===== config.mk =====
export PLATFORM = sky130hd
export DESIGN_NAME = param_proc_core
export DESIGN_NICKNAME = d
export VERILOG_FILES = /design/src/rtl/param_proc_core.sv
export SDC_FILE = /design/constraint.sdc
export NUM_CORES = 1
export LEC_CHECK = 0
export BUFFER_PORTS_ARGS = -buffer_cell sky130_fd_sc_hd__clkbuf_2
export CAP_MARGIN = 10
export CORE_MARGIN = 5
export CORE_UTILIZATION = 55
export CTS_CLUSTER_SIZE = 20
export DETAILED_ROUTE_END_ITERATION = 8
export MAX_ROUTING_LAYER = met4
export PLACE_DENSITY_LB_ADDON = 0.1
export SLEW_MARGIN = 20
export SYNTH_ARGS = -nofsm -noshare
export SYNTH_HDL_FRONTEND = slang
export SYNTH_SLANG_ARGS = --single-unit

===== constraint.sdc =====
create_clock -name clk -period 5.36 [get_ports clk]
set_input_delay 1.072 -clock clk [delete_from_list [all_inputs] [get_ports clk]]
set_output_delay 1.072 -clock clk [all_outputs]
set_load 0.05 [all_outputs]

===== src/rtl/param_proc_core.sv =====
`default_nettype none
// ============================================================================
// Module  : param_proc_core
// Multi-cycle processor core with parametrised data width, register count and
// PC width. Define PROC_MUL_EN to turn opcode F into MUL (otherwise a NOP).
// Revision: 1.0 - initial release
// ============================================================================
module param_proc_core #(
    parameter int DATA_W   = 16,
    parameter int NUM_REGS = 8,
    parameter int PC_W     = 10,
    parameter int DADDR_W  = 7
) (
    input  logic               clk,
    input  logic               rst_n,
    input  logic               start,
    output logic [PC_W-1:0]    pc,
    output logic               instr_req,
    input  logic [15:0]        instr,
    input  logic               instr_valid,
    output logic               dmem_req,
    output logic               dmem_we,
    output logic [DADDR_W-1:0] dmem_addr,
    output logic [DATA_W-1:0]  dmem_wdata,
    input  logic [DATA_W-1:0]  dmem_rdata,
    input  logic               dmem_ack,
    output logic [DATA_W-1:0]  result,
    output logic               zero,
    output logic               negative,
    output logic               carry,
    output logic               overflow,
    output logic               busy,
    output logic               halted
);

    localparam logic [3:0] OP_ADD = 4'h0;
    localparam logic [3:0] OP_SUB = 4'h1;
    localparam logic [3:0] OP_AND = 4'h2;
    localparam logic [3:0] OP_OR  = 4'h3;
    localparam logic [3:0] OP_XOR = 4'h4;
    localparam logic [3:0] OP_MOV = 4'h5;
    localparam logic [3:0] OP_LDI = 4'h6;
    localparam logic [3:0] OP_SHL = 4'h7;
    localparam logic [3:0] OP_SHR = 4'h8;
    localparam logic [3:0] OP_CMP = 4'h9;
    localparam logic [3:0] OP_JMP = 4'hA;
    localparam logic [3:0] OP_HLT = 4'hC;
    localparam logic [3:0] OP_LD  = 4'hD;
    localparam logic [3:0] OP_ST  = 4'hE;
`ifdef PROC_MUL_EN
    localparam logic [3:0] OP_MUL = 4'hF;
`endif

    typedef enum logic [2:0] {
        S_IDLE  = 3'd0,
        S_FETCH = 3'd1,
        S_EXEC  = 3'd2,
        S_MEM   = 3'd3,
        S_HALT  = 3'd4
    } state_t;

    state_t state, state_nxt;

    logic [15:0]       ir;
    logic [DATA_W-1:0] regs [8];

    logic [1:0] cond;
    logic [3:0] opcode;
    logic [2:0] dst, src1, src2;
    logic [6:0] imm7;

    assign cond   = ir[15:14];
    assign opcode = ir[13:10];
    assign dst    = ir[9:7];
    assign src1   = ir[6:4];
    assign src2   = ir[3:1];
    assign imm7   = ir[6:0];

    function automatic logic reg_ok(input logic [2:0] idx);
        return {29'd0, idx} < 32'(NUM_REGS);
    endfunction

    logic [DATA_W-1:0] a, b;
    assign a = reg_ok(src1) ? regs[src1] : '0;
    assign b = reg_ok(src2) ? regs[src2] : '0;

    logic [DATA_W:0] sum, diff;
    assign sum  = {1'b0, a} + {1'b0, b};
    assign diff = {1'b0, a} - {1'b0, b};

`ifdef PROC_MUL_EN
    logic [2*DATA_W-1:0] prod;
    assign prod = {{DATA_W{1'b0}}, a} * {{DATA_W{1'b0}}, b};
`endif

    logic [PC_W-1:0] jmp_target;
    assign jmp_target = PC_W'(imm7);

    logic cond_ok;
    always_comb begin
        cond_ok = 1'b1;
        case (cond)
            2'b01:   cond_ok = zero;
            2'b10:   cond_ok = negative;
            2'b11:   cond_ok = carry;
            default: cond_ok = 1'b1;
        endcase
    end

    logic [DATA_W-1:0] alu;
    logic wr_en, upd_flags, c_nxt, v_nxt, is_mem, is_halt, is_jmp;

    always_comb begin
        alu       = '0;
        wr_en     = 1'b0;
        upd_flags = 1'b0;
        c_nxt     = carry;
        v_nxt     = overflow;
        is_mem    = 1'b0;
        is_halt   = 1'b0;
        is_jmp    = 1'b0;
        case (opcode)
            OP_ADD: begin
                alu = sum[DATA_W-1:0]; wr_en = 1'b1; upd_flags = 1'b1;
                c_nxt = sum[DATA_W];
                v_nxt = (a[DATA_W-1] == b[DATA_W-1]) && (sum[DATA_W-1] != a[DATA_W-1]);
            end
            OP_SUB, OP_CMP: begin
                alu = diff[DATA_W-1:0]; wr_en = (opcode == OP_SUB); upd_flags = 1'b1;
                c_nxt = diff[DATA_W];
                v_nxt = (a[DATA_W-1] != b[DATA_W-1]) && (diff[DATA_W-1] != a[DATA_W-1]);
            end
            OP_AND: begin alu = a & b; wr_en = 1'b1; upd_flags = 1'b1; c_nxt = 1'b0; v_nxt = 1'b0; end
            OP_OR:  begin alu = a | b; wr_en = 1'b1; upd_flags = 1'b1; c_nxt = 1'b0; v_nxt = 1'b0; end
            OP_XOR: begin alu = a ^ b; wr_en = 1'b1; upd_flags = 1'b1; c_nxt = 1'b0; v_nxt = 1'b0; end
            OP_MOV: begin alu = a; wr_en = 1'b1; end
            OP_LDI: begin alu = {{(DATA_W-7){1'b0}}, imm7}; wr_en = 1'b1; end
            OP_SHL: begin alu = a << 1; wr_en = 1'b1; upd_flags = 1'b1; c_nxt = a[DATA_W-1]; end
            OP_SHR: begin alu = a >> 1; wr_en = 1'b1; upd_flags = 1'b1; c_nxt = a[0]; end
            OP_JMP: is_jmp = 1'b1;
            OP_HLT: is_halt = 1'b1;
            OP_LD, OP_ST: is_mem = 1'b1;
`ifdef PROC_MUL_EN
            OP_MUL: begin
                alu = prod[DATA_W-1:0]; wr_en = 1'b1; upd_flags = 1'b1;
                c_nxt = |prod[2*DATA_W-1:DATA_W]; v_nxt = 1'b0;
            end
`endif
            default: ;
        endcase
    end

    always_ff @(posedge clk) begin
        if (!rst_n) state <= S_IDLE;
        else        state <= state_nxt;
    end

    always_comb begin
        state_nxt = state;
        instr_req = 1'b0;
        dmem_req  = 1'b0;
        busy      = 1'b1;
        halted    = 1'b0;
        case (state)
            S_IDLE: begin
                busy = 1'b0;
                if (start) state_nxt = S_FETCH;
            end
            S_FETCH: begin
                instr_req = 1'b1;
                if (instr_valid) state_nxt = S_EXEC;
            end
            S_EXEC: begin
                if (!cond_ok)     state_nxt = S_FETCH;
                else if (is_mem)  state_nxt = S_MEM;
                else if (is_halt) state_nxt = S_HALT;
                else              state_nxt = S_FETCH;
            end
            S_MEM: begin
                dmem_req = 1'b1;
                if (dmem_ack) state_nxt = S_FETCH;
            end
            S_HALT: begin
                busy   = 1'b0;
                halted = 1'b1;
                if (start) state_nxt = S_FETCH;
            end
            default: state_nxt = S_IDLE;
        endcase
    end

    // Memory address/data are captured in EXEC so they stay stable through wait states.
    always_ff @(posedge clk) begin
        if (!rst_n) begin
            pc         <= '0;
            ir         <= '0;
            result     <= '0;
            zero       <= 1'b0;
            negative   <= 1'b0;
            carry      <= 1'b0;
            overflow   <= 1'b0;
            dmem_we    <= 1'b0;
            dmem_addr  <= '0;
            dmem_wdata <= '0;
            for (int i = 0; i < 8; i++) regs[i] <= '0;
        end else begin
            case (state)
                S_IDLE, S_HALT: begin
                    if (start) pc <= '0;
                end
                S_FETCH: begin
                    if (instr_valid) ir <= instr;
                end
                S_EXEC: begin
                    if (!cond_ok) begin
                        pc <= pc + 1'b1;
                    end else if (is_mem) begin
                        dmem_we    <= (opcode == OP_ST);
                        dmem_addr  <= a[DADDR_W-1:0];
                        dmem_wdata <= b;
                    end else if (is_jmp) begin
                        pc <= jmp_target;
                    end else if (!is_halt) begin
                        pc <= pc + 1'b1;
                        if (wr_en) begin
                            result <= alu;
                            if (reg_ok(dst)) regs[dst] <= alu;
                        end
                        if (upd_flags) begin
                            zero     <= (alu == '0);
                            negative <= alu[DATA_W-1];
                            carry    <= c_nxt;
                            overflow <= v_nxt;
                        end
                    end
                end
                S_MEM: begin
                    if (dmem_ack) begin
                        pc      <= pc + 1'b1;
                        dmem_we <= 1'b0;
                        if (!dmem_we) begin
                            result <= dmem_rdata;
                            if (reg_ok(dst)) regs[dst] <= dmem_rdata;
                        end
                    end
                end
                default: ;
            endcase
        end
    end

endmodule
`default_nettype wire

==> out/results.ini <==
[logic_synthesis]
syn_inst=1278
synth_compound_gate_area_share_pct=14.9
synth.top_cell.area_share_pct=29.7
ys_async_sr_fraction_pct=0
synth_mux_area_share_pct=15.8
synth_edf_count=128
synth_area_leader_cell=edfxtp_1
seq_area_frac_synth_pct=41.9
synth_seq_cells=207
syn_nets=1366
yosysUniqueCellTypes=84
synth-simple-area-share_pct=17.3
synth_top_family_by_area=simple AND/OR/NAND/NOR gates
yosys_warnings=0
syn_area_um2=13000
synth_xor_area_share_pct=0.811
avgSynthCellArea_um2=10.1
synthTopCellsByArea=edfxtp_1, dfxtp_1, mux4_2
ys.flop_type=edfxtp_1
synthAdderAreaFrac_pct=5.04

[floorplan]
die_area_um2=26700
rows=56
die_w_um=163
ios=95
die_y_um=163
start_util_pct=55.5
coreArea_um2=23300

[power]
power.density_nw_per_um2=298
ir_drop_mv=0.252
power_mw=4.33
power_leakage_nw=5.74

[setup_path]
critical_path_class=reg -> reg
cp-end-kind=flip-flop
reg2reg_slack_ns=0.30
critPathArrivalTime_ns=5.52
cp-start-kind=flip-flop
reg2regPathDepth=13
setup.worst_path.end=zero
crit_fanout=16
rr_endpoint=zero
required_ns=5.83

[clock_network]
cts_buffer_depth=3
cts_hold_buf=0
cts_tree=yes
cts.root.buffer_cell=clkbuf_16
clk_pin_slew_worst_paths_ns=0.06
cts_buffers=23
clock_sinks=207
cts_max_level=1
clk_latency_ns=0.53

[final_layout]
drive_gt1_share_pct=20.9
syn_to_final_growth_pct=12.2
seq_area_um2=5430
num-fill-cells=2020
multiInputGateArea_um2=6990
final_area_um2=14500
design.final.nets=1446
antennaDiodeCount=0

[timing]
fmaxAchievable_mhz=198
slew_headroom_pct=30.8
period_needed_ns=5.06
rsz0062_at_grt=false
slew_violations=0
finalSetupTns_ns=0
final_hold_viol_count=0
fin_crit_sh_pct=94.4
setup_violations=0
tightest_slew_ns=1.04
final.setup_skew_ns=0.0144

[placed_design]
portBuffers=94
hpwl_um=28800
dpl_cell_area_um2=13900
gp_congestion=0.991

[drt]
vias_per_cell=6.35
first_pass_iters=5
vias=10760
drt_iter0_drc=1029
postRouteAntennaNets=0
avgRoutedWirePerCell_um=24.1
drc=0
totalWireLength_um=40900

[global_route]
grt_pass1_vias=10315
grt.met2_usage_pct=49.2
antenna_found_initial=0
grt_pass1_wl_um=61100
grt_start_max_net_pins=51
grt_usage_pct=30.9
overflow=0
grt_util_met3_pct=4.59
top_usage_layer=met2
grtUsageMet1_pct=41.0

[hold_path]
hold_path.class=reg -> reg

[outcome]
status=complete, no violations

[run]
drv_cap=0

## through the flow
step | hold slack [ns] | utilization (%) | instances | worst slack, ns
after floorplan | 0.452 | - | 1278 | 0.834
after global placement | 0.452 | 59.4 | 1652 | 0.334
after detailed placement | 0.464 | 59.4 | 1652 | 0.239
after CTS | 0.473 | 62.3 | 1694 | 0.213
after global routing | 0.497 | 62.3 | 1694 | 0.0415
final | 0.469 | 62.3 | 1694 | 0.302
## worst min-delay path by stage
stage	to	slack, ns	cells after the start	start
after floorplan	ir[8]	0.45	2	ir[8]
final	result[7]	0.47	2	result[7]
after detailed placement	result[7]	0.46	2	result[7]
after global routing	result[7]	0.50	2	result[7]
after global placement	result[7]	0.45	2	result[7]
after CTS	result[7]	0.47	2	result[7]
## metal layers
layer / wire, µm / up-vias
met5: 0 / -
met4: 1450 / 0
met3: 3780 / 93
met2: 19300 / 560
met1: 16400 / 5240
li1: - / 4867
## state kept, by name, indices dropped and copies added (netlist names), 3 cells and up, named ones only
name,cells
regs,128
state,3
dmem_wdata,16
dmem_addr,7
pc,10
ir,16
result,16
## worst max-delay path, cell delays in order (launching register included)
cell and delay [ns]:
dfxtp_4 0.56, buf_4 0.28, mux4_2 0.53, mux2i_2 0.45, ha_1 0.46, nand2b_1 0.21, a221oi_1 0.37, a2bb2oi_1 0.36
a21oi_1 0.15, a211oi_1 0.28, o21ai_1 0.18, a2111oi_0 0.67, nand4b_1 0.36, nand2_1 0.14
## synth_stat cells (10+ instances only)
| master | n |
|---|---|
| nor2_1 | 230 |
| edfxtp_1 | 128 |
| nand2_1 | 108 |
| dfxtp_1 | 79 |
| clkbuf_1 | 68 |
| mux4_2 | 58 |
| ha_1 | 49 |
| inv_1 | 49 |
| a21oi_1 | 45 |
| o21ai_0 | 35 |
| mux2i_1 | 32 |
| nor2b_1 | 30 |
| a21boi_0 | 20 |
| nor3b_1 | 19 |
| mux2_2 | 17 |
| and2_1 | 14 |
| a211oi_1 | 13 |
| a22oi_1 | 13 |
| nor3_1 | 13 |
| o211a_1 | 13 |
| o22ai_1 | 11 |
| nand3_1 | 10 |
| o211ai_1 | 10 |
| o21bai_1 | 10 |
| o221ai_1 | 10 |
## logic make-up (layout without fill, tap and decap cells)
family          count (synthesis)  count (layout)
flops                         207             207
fa+ha+maj                      51              51
simple gates                  484             484
buf+inv                       138             235
xor+xnor                       12              12
mux                           121             121
compound gates                265             265
## cells in the final DEF (no fill, tap or decap), types with 7 or more instances in the layout
master,count
inv_1,49
and2_1,14
nor2_1,230
ha_1,49
a211oi_1,13
mux2i_1,32
o22ai_1,11
mux4_2,58
nor3_1,12
o221ai_1,10
mux2i_2,9
clkbuf_16,23
o21ai_0,35
clkbuf_1,8
a22oi_1,13
o211a_1,13
nor3b_1,19
nor4_1,7
o21bai_1,10
mux2_2,17
a21o_1,9
dfxtp_1,76
nor2b_1,30
nand3_1,10
a21oi_1,44
buf_4,50
and3_1,8
a221oi_1,9
xnor2_1,8
edfxtp_1,128
o211ai_1,10
a21boi_0,20
clkbuf_2,94
nand2_1,108
nand2b_1,8
## layout make-up
class                           instances  share of cell area, %
Clock buffer                           32                   4.26
Clock inverter                         10                  0.422
Inverter                               49                   1.27
Multi-Input combinational cell        933                   48.1
Sequential cell                       207                   37.4
Tap cell                              319                   2.75
Timing Repair Buffer                  144                   5.82
## timing repair
item | CTS | global route
buffers inserted | 0 | 0
setup endpoints to repair | 0 | 9
resized for setup | 0 | 1
## power by group
part / total, mW / switching (mW) / leakage (nW) / internal (mW)
combinational: 1.08 / 0.696 / 3.45 / 0.380
sequential: 1.79 / 0.0497 / 1.96 / 1.74
clock: 1.46 / 0.650 / 0.330 / 0.811
(Power assumes the default switching activity.)
